--- src/rtl/wb_write_arbiter.sv ---
// Writeback arbiter: merges ALU results and FIFO-buffered load returns onto the register file write port.
// Optional forwarding lookup over in-flight writes is enabled with the WB_BYPASS_EN macro.
module wb_write_arbiter #(
  parameter int DATA_W       = 32,
  parameter int ADDR_W       = 5,
  parameter int FIFO_DEPTH   = 4,
  parameter int STARVE_LIMIT = 3
) (
  input  logic                            clk,
  input  logic                            rst,
  input  logic                            alu_valid,
  output logic                            alu_ready,
  input  logic [ADDR_W-1:0]               alu_reg,
  input  logic [DATA_W-1:0]               alu_data,
  input  logic                            ld_valid,
  output logic                            ld_ready,
  input  logic [ADDR_W-1:0]               ld_reg,
  input  logic [DATA_W-1:0]               ld_data,
  output logic                            RegWrite,
  output logic [ADDR_W-1:0]               Write_Reg,
  output logic [DATA_W-1:0]               Write_Bus,
  output logic [$clog2(FIFO_DEPTH):0]     fifo_count,
  output logic                            wb_busy,
  input  logic [ADDR_W-1:0]               query_reg,
  output logic                            query_hit,
  output logic [DATA_W-1:0]               query_data
);

  localparam int PTR_W = $clog2(FIFO_DEPTH);
  localparam int CNT_W = PTR_W + 1;
  localparam int STV_W = (STARVE_LIMIT < 1) ? 1 : $clog2(STARVE_LIMIT + 1);
  localparam logic [CNT_W-1:0] DEPTH_CNT  = CNT_W'(FIFO_DEPTH);
  localparam logic [STV_W-1:0] STARVE_MAX = STV_W'(STARVE_LIMIT);

  logic [ADDR_W-1:0] fifo_reg_mem  [FIFO_DEPTH];
  logic [DATA_W-1:0] fifo_data_mem [FIFO_DEPTH];

  logic [PTR_W-1:0]  rd_ptr_reg, wr_ptr_reg;
  logic [CNT_W-1:0]  count_reg, count_next;
  logic [STV_W-1:0]  starve_reg, starve_next;
  logic              fifo_empty, fifo_full, fifo_wins, alu_wins, push, pop;
  logic [ADDR_W-1:0] win_reg;
  logic [DATA_W-1:0] win_data;

  always_comb begin
    fifo_empty = (count_reg == '0);
    fifo_full  = (count_reg == DEPTH_CNT);
    // The head is forced through when it has starved long enough or the buffer is full.
    fifo_wins  = !fifo_empty && (!alu_valid || (starve_reg == STARVE_MAX) || fifo_full);
    alu_wins   = alu_valid && !fifo_wins;
    push       = ld_valid && !fifo_full;
    pop        = fifo_wins;
    win_reg    = fifo_wins ? fifo_reg_mem[rd_ptr_reg]  : alu_reg;
    win_data   = fifo_wins ? fifo_data_mem[rd_ptr_reg] : alu_data;

    count_next = count_reg;
    if (push && !pop)
      count_next = count_reg + CNT_W'(1);
    else if (!push && pop)
      count_next = count_reg - CNT_W'(1);

    starve_next = starve_reg;
    if (fifo_empty || fifo_wins)
      starve_next = '0;
    else if (starve_reg != STARVE_MAX)
      starve_next = starve_reg + STV_W'(1);
  end

  assign alu_ready  = alu_wins;
  assign ld_ready   = !fifo_full;
  assign fifo_count = count_reg;
  assign wb_busy    = !fifo_empty || RegWrite;

  // Storage carries no reset; pointers and count define which entries are live.
  always_ff @(posedge clk) begin
    if (push) begin
      fifo_reg_mem[wr_ptr_reg]  <= ld_reg;
      fifo_data_mem[wr_ptr_reg] <= ld_data;
    end
  end

  always_ff @(posedge clk) begin
    if (rst) begin
      rd_ptr_reg <= '0;
      wr_ptr_reg <= '0;
      count_reg  <= '0;
      starve_reg <= '0;
      RegWrite   <= 1'b0;
      Write_Reg  <= '0;
      Write_Bus  <= '0;
    end else begin
      if (push)
        wr_ptr_reg <= wr_ptr_reg + PTR_W'(1);
      if (pop)
        rd_ptr_reg <= rd_ptr_reg + PTR_W'(1);
      count_reg  <= count_next;
      starve_reg <= starve_next;
      if (fifo_wins || alu_wins) begin
        Write_Reg <= win_reg;
        Write_Bus <= win_data;
        RegWrite  <= (win_reg != '0);
      end else begin
        RegWrite  <= 1'b0;
      end
    end
  end

`ifdef WB_BYPASS_EN
  logic [FIFO_DEPTH-1:0] slot_hit;
  logic [DATA_W-1:0]     slot_data [FIFO_DEPTH];

  // Slot gi is the gi-th oldest live entry, so higher slots are newer.
  for (genvar gi = 0; gi < FIFO_DEPTH; gi++) begin : g_slot
    logic [PTR_W-1:0] slot_idx;
    assign slot_idx      = rd_ptr_reg + PTR_W'(gi);
    assign slot_hit[gi]  = (CNT_W'(gi) < count_reg) && (fifo_reg_mem[slot_idx] == query_reg);
    assign slot_data[gi] = fifo_data_mem[slot_idx];
  end

  always_comb begin
    query_hit  = 1'b0;
    query_data = '0;
    if (query_reg != '0) begin
      if (RegWrite && (Write_Reg == query_reg)) begin
        query_hit  = 1'b1;
        query_data = Write_Bus;
      end
      for (int i = 0; i < FIFO_DEPTH; i++) begin
        if (slot_hit[i]) begin
          query_hit  = 1'b1;
          query_data = slot_data[i];
        end
      end
    end
  end
`else
  logic unused_query;
  assign unused_query = ^query_reg;
  assign query_hit    = 1'b0;
  assign query_data   = '0;
`endif

endmodule

--- config.mk ---
export PLATFORM = sky130hd
export DESIGN_NAME = wb_write_arbiter
export DESIGN_NICKNAME = d
export VERILOG_FILES = /design/src/rtl/wb_write_arbiter.sv
export SDC_FILE = /design/constraint.sdc
export NUM_CORES = 1
export LEC_CHECK = 0
export CAP_MARGIN = 20
export CORE_AREA = 2 2 152 154
export CTS_BUF_LIST = sky130_fd_sc_hd__clkbuf_8
export DETAILED_ROUTE_END_ITERATION = 7
export DIE_AREA = 0 0 154 156
export PLACE_DENSITY = 0.62
export SLEW_MARGIN = 30
export SYNTH_ARGS = -nofsm -noshare
export SYNTH_HDL_FRONTEND = slang
export SYNTH_SLANG_ARGS = --single-unit
--- constraint.sdc ---
create_clock -name clk -period 3.25 [get_ports clk]
set_input_delay 0.65 -clock clk [delete_from_list [all_inputs] [get_ports clk]]
set_output_delay 0.65 -clock clk [all_outputs]
set_load 0.05 [all_outputs]
## Word-level counts from Yosys, hierarchy flattened

Memories as Yosys holds them, arrays and structs flattened. A register that Yosys moved wholly into a read port is not among the register bits.
Index checks and enable logic that the tools add are counted.
Widths: inputs -> output; s select.

- Logic and storage cells: 48
- RAM bits: 148
- Memories: 2
- Flip-flop bits (word level): 47

- Bitwise gates (word level): 1
- Add/subtract/negate cells: 5
- Mux-type cells: 10
- Equality and inequality tests: 3
- Reductions and logical operators: 20

Memory list:

| memory | depth | width | read ports | clocked after memory_dff | write ports | line | source |
|---|---|---|---|---|---|---|---|
| fifo_data_mem | 4 | 32 | 1 | 1 | 1 | 36 | `logic [DATA_W-1:0] fifo_data_mem [FIFO_DEPTH];` |
| fifo_reg_mem | 4 | 5 | 1 | 1 | 1 | 35 | `logic [ADDR_W-1:0] fifo_reg_mem [FIFO_DEPTH];` |

Operators with widths:

| cell | number |
|---|---|
| $mux 32 | 1 |
| $mux 2 | 4 |
| $add 2x1->2 const B | 3 |
| $mux 3 | 2 |
| $logic_and 1x1->1 | 5 |
| $logic_not 1->1 | 5 |
| $logic_or 1x1->1 | 5 |
| $mux 5 | 1 |
| $reduce_bool 5->1 | 1 |
| $reduce_or 2->1 | 2 |
| $add 3x1->3 const B | 1 |
| $eq 3x3->1 const B | 1 |
| $logic_not 3->1 | 1 |
| $sub 3x1->3 const B | 1 |
| $eq 2x2->1 const B | 1 |
| $mux 1 | 2 |
| $ne 2x2->1 const B | 1 |
| $reduce_bool 2->1 | 1 |
| $not 1->1 | 1 |

## Logic depth before layout (Yosys ltp)

- Depth in word-level cells: 9
- Mapped depth: 11
- Mapped depth without buffers: 10

## Least setup slack after synthesis

Ideal clock, no wire load.

- Path type: flip-flop to flip-flop
- Start point: register count_reg[0] (netlist: fifo_count[0])
- End point: register count_reg[2] (netlist: fifo_count[2])
- Period minus slack after synthesis: 2753 ps
- Cell stages (with the launch flop): 10
- Data required time: 3180 ps
- Arrival time: 2682 ps
- Setup slack: 497 ps
- Cells stage by stage: dfxtp_1 nor2_1 nand2_1 and2_1 ha_1 inv_1 fa_1 xor2_1 or3_1 a21oi_1

- Longest elaborated chain between the ends: 6
- Elaborated cells between the ends (all ways): 16
- Classes of those cells: 2 x add/sub; 1 x eq/ne; 2 x mux; 11 x reduce/logical

Ends and longest elaborated chain:

| what | line | source |
|---|---|---|
| start, declared | 39 | `logic [CNT_W-1:0] count_reg, count_next;` |
| start signal, assigned | 96 | `count_reg <= count_next;` |
| $eq 3x3->1 * | 47 | `fifo_full = (count_reg == DEPTH_CNT);` |
| $logic_not 1->1 * | n/a |  |
| via ld_ready | 16 | `output logic ld_ready,` |
| $logic_and 1x1->1 * | 51 | `push = ld_valid && !fifo_full;` |
| via push | 41 | `logic fifo_empty, fifo_full, fifo_wins, alu_wins, push, pop;` |
| $logic_not 1->1 | 59 | `else if (!push && pop)` |
| $logic_and 1x1->1 | 59 |  |
| $reduce_bool 2->1 (no source line) | n/a |  |

Mark *: on every way through the listed nets, which the timed path passes. The rest lies on a longest branch. The select of a mux whose other input is x is not followed.
A chain may end at the register's enable or synchronous reset.

## Worst setup path in the final report

- Start point: register count_reg[0] (netlist: fifo_count[0])
- End point: output wb_busy

- Longest elaborated chain between the ends: 3

Ends and longest elaborated chain:

| what | line | source |
|---|---|---|
| $logic_not 3->1 | 46 | `fifo_empty = (count_reg == '0);` |
| $logic_not 1->1 | 72 | `assign wb_busy = !fifo_empty \|\| RegWrite;` |
| $logic_or 1x1->1 | 72 |  |
| end, declared | 23 | `output logic wb_busy,` |

No other way between the ends.

==> metrics <==
status finished clean; Leak 3.18 nW; GRT Total Usage 0.142; crit-path cells nor3_1 > or2b_1 > clkdlybuf4s50_1; Post-CTS Setup Bufs 0; first-pass GRT wire length 25300 um; #FFs+latches synth 197; Final Cycle Share 0.923; non-filler cells in the finished layout 885; Worst path max stage delay 700 ps; initial antenna violation count 0; slew at the pin closest to its max-slew limit roughly 670 ps; # clock sinks 197; pin count of the biggest net entering global routing 49; post-route ant nets 0; Worst VDD drop roughly 0.40 mV; Pins Over Slew Limit 0; CTS root buf clkbuf_8; via count 4323; FILL cells 1969; Max Freq about 330 MHz; RSZ-0062 raised after global routing false; critical path's slowest cell clkdlybuf4s50_1; biggest regs fifo_data_mem (128), Write_Bus (32), fifo_reg_mem (20); Post-synth EDFFs 148; worst skew pair latency 460 ps; layout cell share with drive strength beyond 1 0.153; worst rel slew slack 0.553; Setup Skew roughly 14 ps; CP Max Fanout 7; Reg with most FFs fifo_data_mem; startpoint types register; P&R area growth vs syn 23.8%; CP Capture Type output port; proportion of synthesized chip area in sequential cells 0.705; synthesized area approximately 0.0077 sq mm; Num CTS Buffers 17; Post-DP HPWL between 10000 and 15000 um; Die Y 156 um; Placer Congestion 0.743; commonest non-fill, non-tap cells in the layout edfxtp_1, clkdlybuf4s50_1, dfxtp_1, nand2_1, mux4_2; worst min-delay path class register to register; Die Area 0.0240 sq mm; Die W 154 um; via/cell ratio around 4.9; crit-path leading delay family simple AND/OR/NAND/NOR gates; final setup fails 0; commonest non-fill, non-tap cell in the layout edfxtp_1; final WL 16700 um; Required @ worst endpoint 2600 ps; Core ar. 0.0224 sq mm; crit path kind register to output port; row count 55; Sequential Area about 0.0054 sq mm; CP Data Arrival Time 2350 ps; post-layout power around 7.7 mW; max reg flops 128; clock period minus worst slack 3000 ps; CTS tree done; Detailed Route Iter0 Violations about 300; DRC Markers 0; endpoints failing hold 0; asr flop ratio synth 0; post-DR wirelength/cell around 19 um; nets 677; # resized after CTS 0; Port-buffer cells 121; CTS H-tree depth 4; ys flop type edfxtp_1; deepest clock path buffer count 2; mean post-synth cell area 16.6 sq um; worst hold slack around 440 ps; vias in the first global route 4561; antenna cell count 0; worst path bufs/invs 1; DR pass1 iterations 4; area occupied by multi-input gates 0.00199 sq mm; grt ovf 0; initial core utilization 0.344; cell area power density 813 mW/mm^2; Post-Place Cells 853; setup TNS 0 ps; post-synth cell types 34; # hold bufs at CTS 0; clock slew at reported path FFs 110 ps; Synth Instances about 460; max_cap viols 0; Yosys warning count 0; IO Pins 160
-- per-stage QoR --
| stage | area (sq um) | utilization | worst slack (ps) |
|---|---|---|---|
| 2_1_floorplan | 7810 | - | 497 |
| 3_3_place_gp | 9130 | 0.408 | 371 |
| 3_5_place_dp | 9130 | 0.408 | 311 |
| 4_1_cts | 9520 | 0.426 | 195 |
| 5_1_grt | 9520 | 0.426 | 127 |
| 6_report | 9520 | 0.426 | 250 |
-- synth_stat cells, drive strengths merged, types with 3 or more instances --
library cell  count  share of area
a21oi            30          0.021
a32oi            26          0.030
nor2             20          0.010
a211oi            6         0.0065
xor2              3         0.0034
mux4             37           0.11
nand2            41          0.020
edfxtp          148           0.58
clkbuf           13         0.0063
inv               4         0.0020
buf              47          0.044
ha                6         0.0098
a311oi            6         0.0068
mux2i             6         0.0078
dfxtp            49           0.13
and3              4         0.0033
-- layout make-up --
cell class,instances,area share
Multi-Input combinational cell,234,0.209
Clock inverter,15,0.0171
Sequential cell,197,0.570
Clock buffer,17,0.0246
Tap cell,285,0.0374
Timing Repair Buffer,133,0.140
Inverter,4,0.00158
-- metal layers --
layer	GRT usage	part of all wire
met1	0.173	0.43
met2	0.246	0.51
met3	0.0322	0.043
met4	0.0579	0.025
met5	0	0
-- where the power goes --
group	internal (mW)	switching [mW]
Clock	0.640	0.903
Sequential	3.11	0.263
Combinational	1.07	1.75
Total	4.82	2.92
-- worst paths after layout --
| kind | slack, ps | startpoint | depth (start not counted) | to |
|---|---|---|---|---|
| setup / recovery | 250 | fifo_count[0] | 3 | wb_busy |
| hold / removal | 440 | starve_reg[0] | 1 | starve_reg[0] |
| setup reg to reg | 870 | fifo_count[0] | 9 | fifo_count[2] |
| hold reg to reg | 440 | starve_reg[0] | 1 | starve_reg[0] |
-- cells by family after synthesis --
kind of cell / share of synthesized area
flops: 0.705
simple gates: 0.0434
compound gates: 0.0646
buf+inv: 0.0520
mux: 0.116
fa+ha+maj: 0.0124
xor+xnor: 0.00569
other cells: 0.000487
Note: power is estimated with default switching activity, not from simulation.
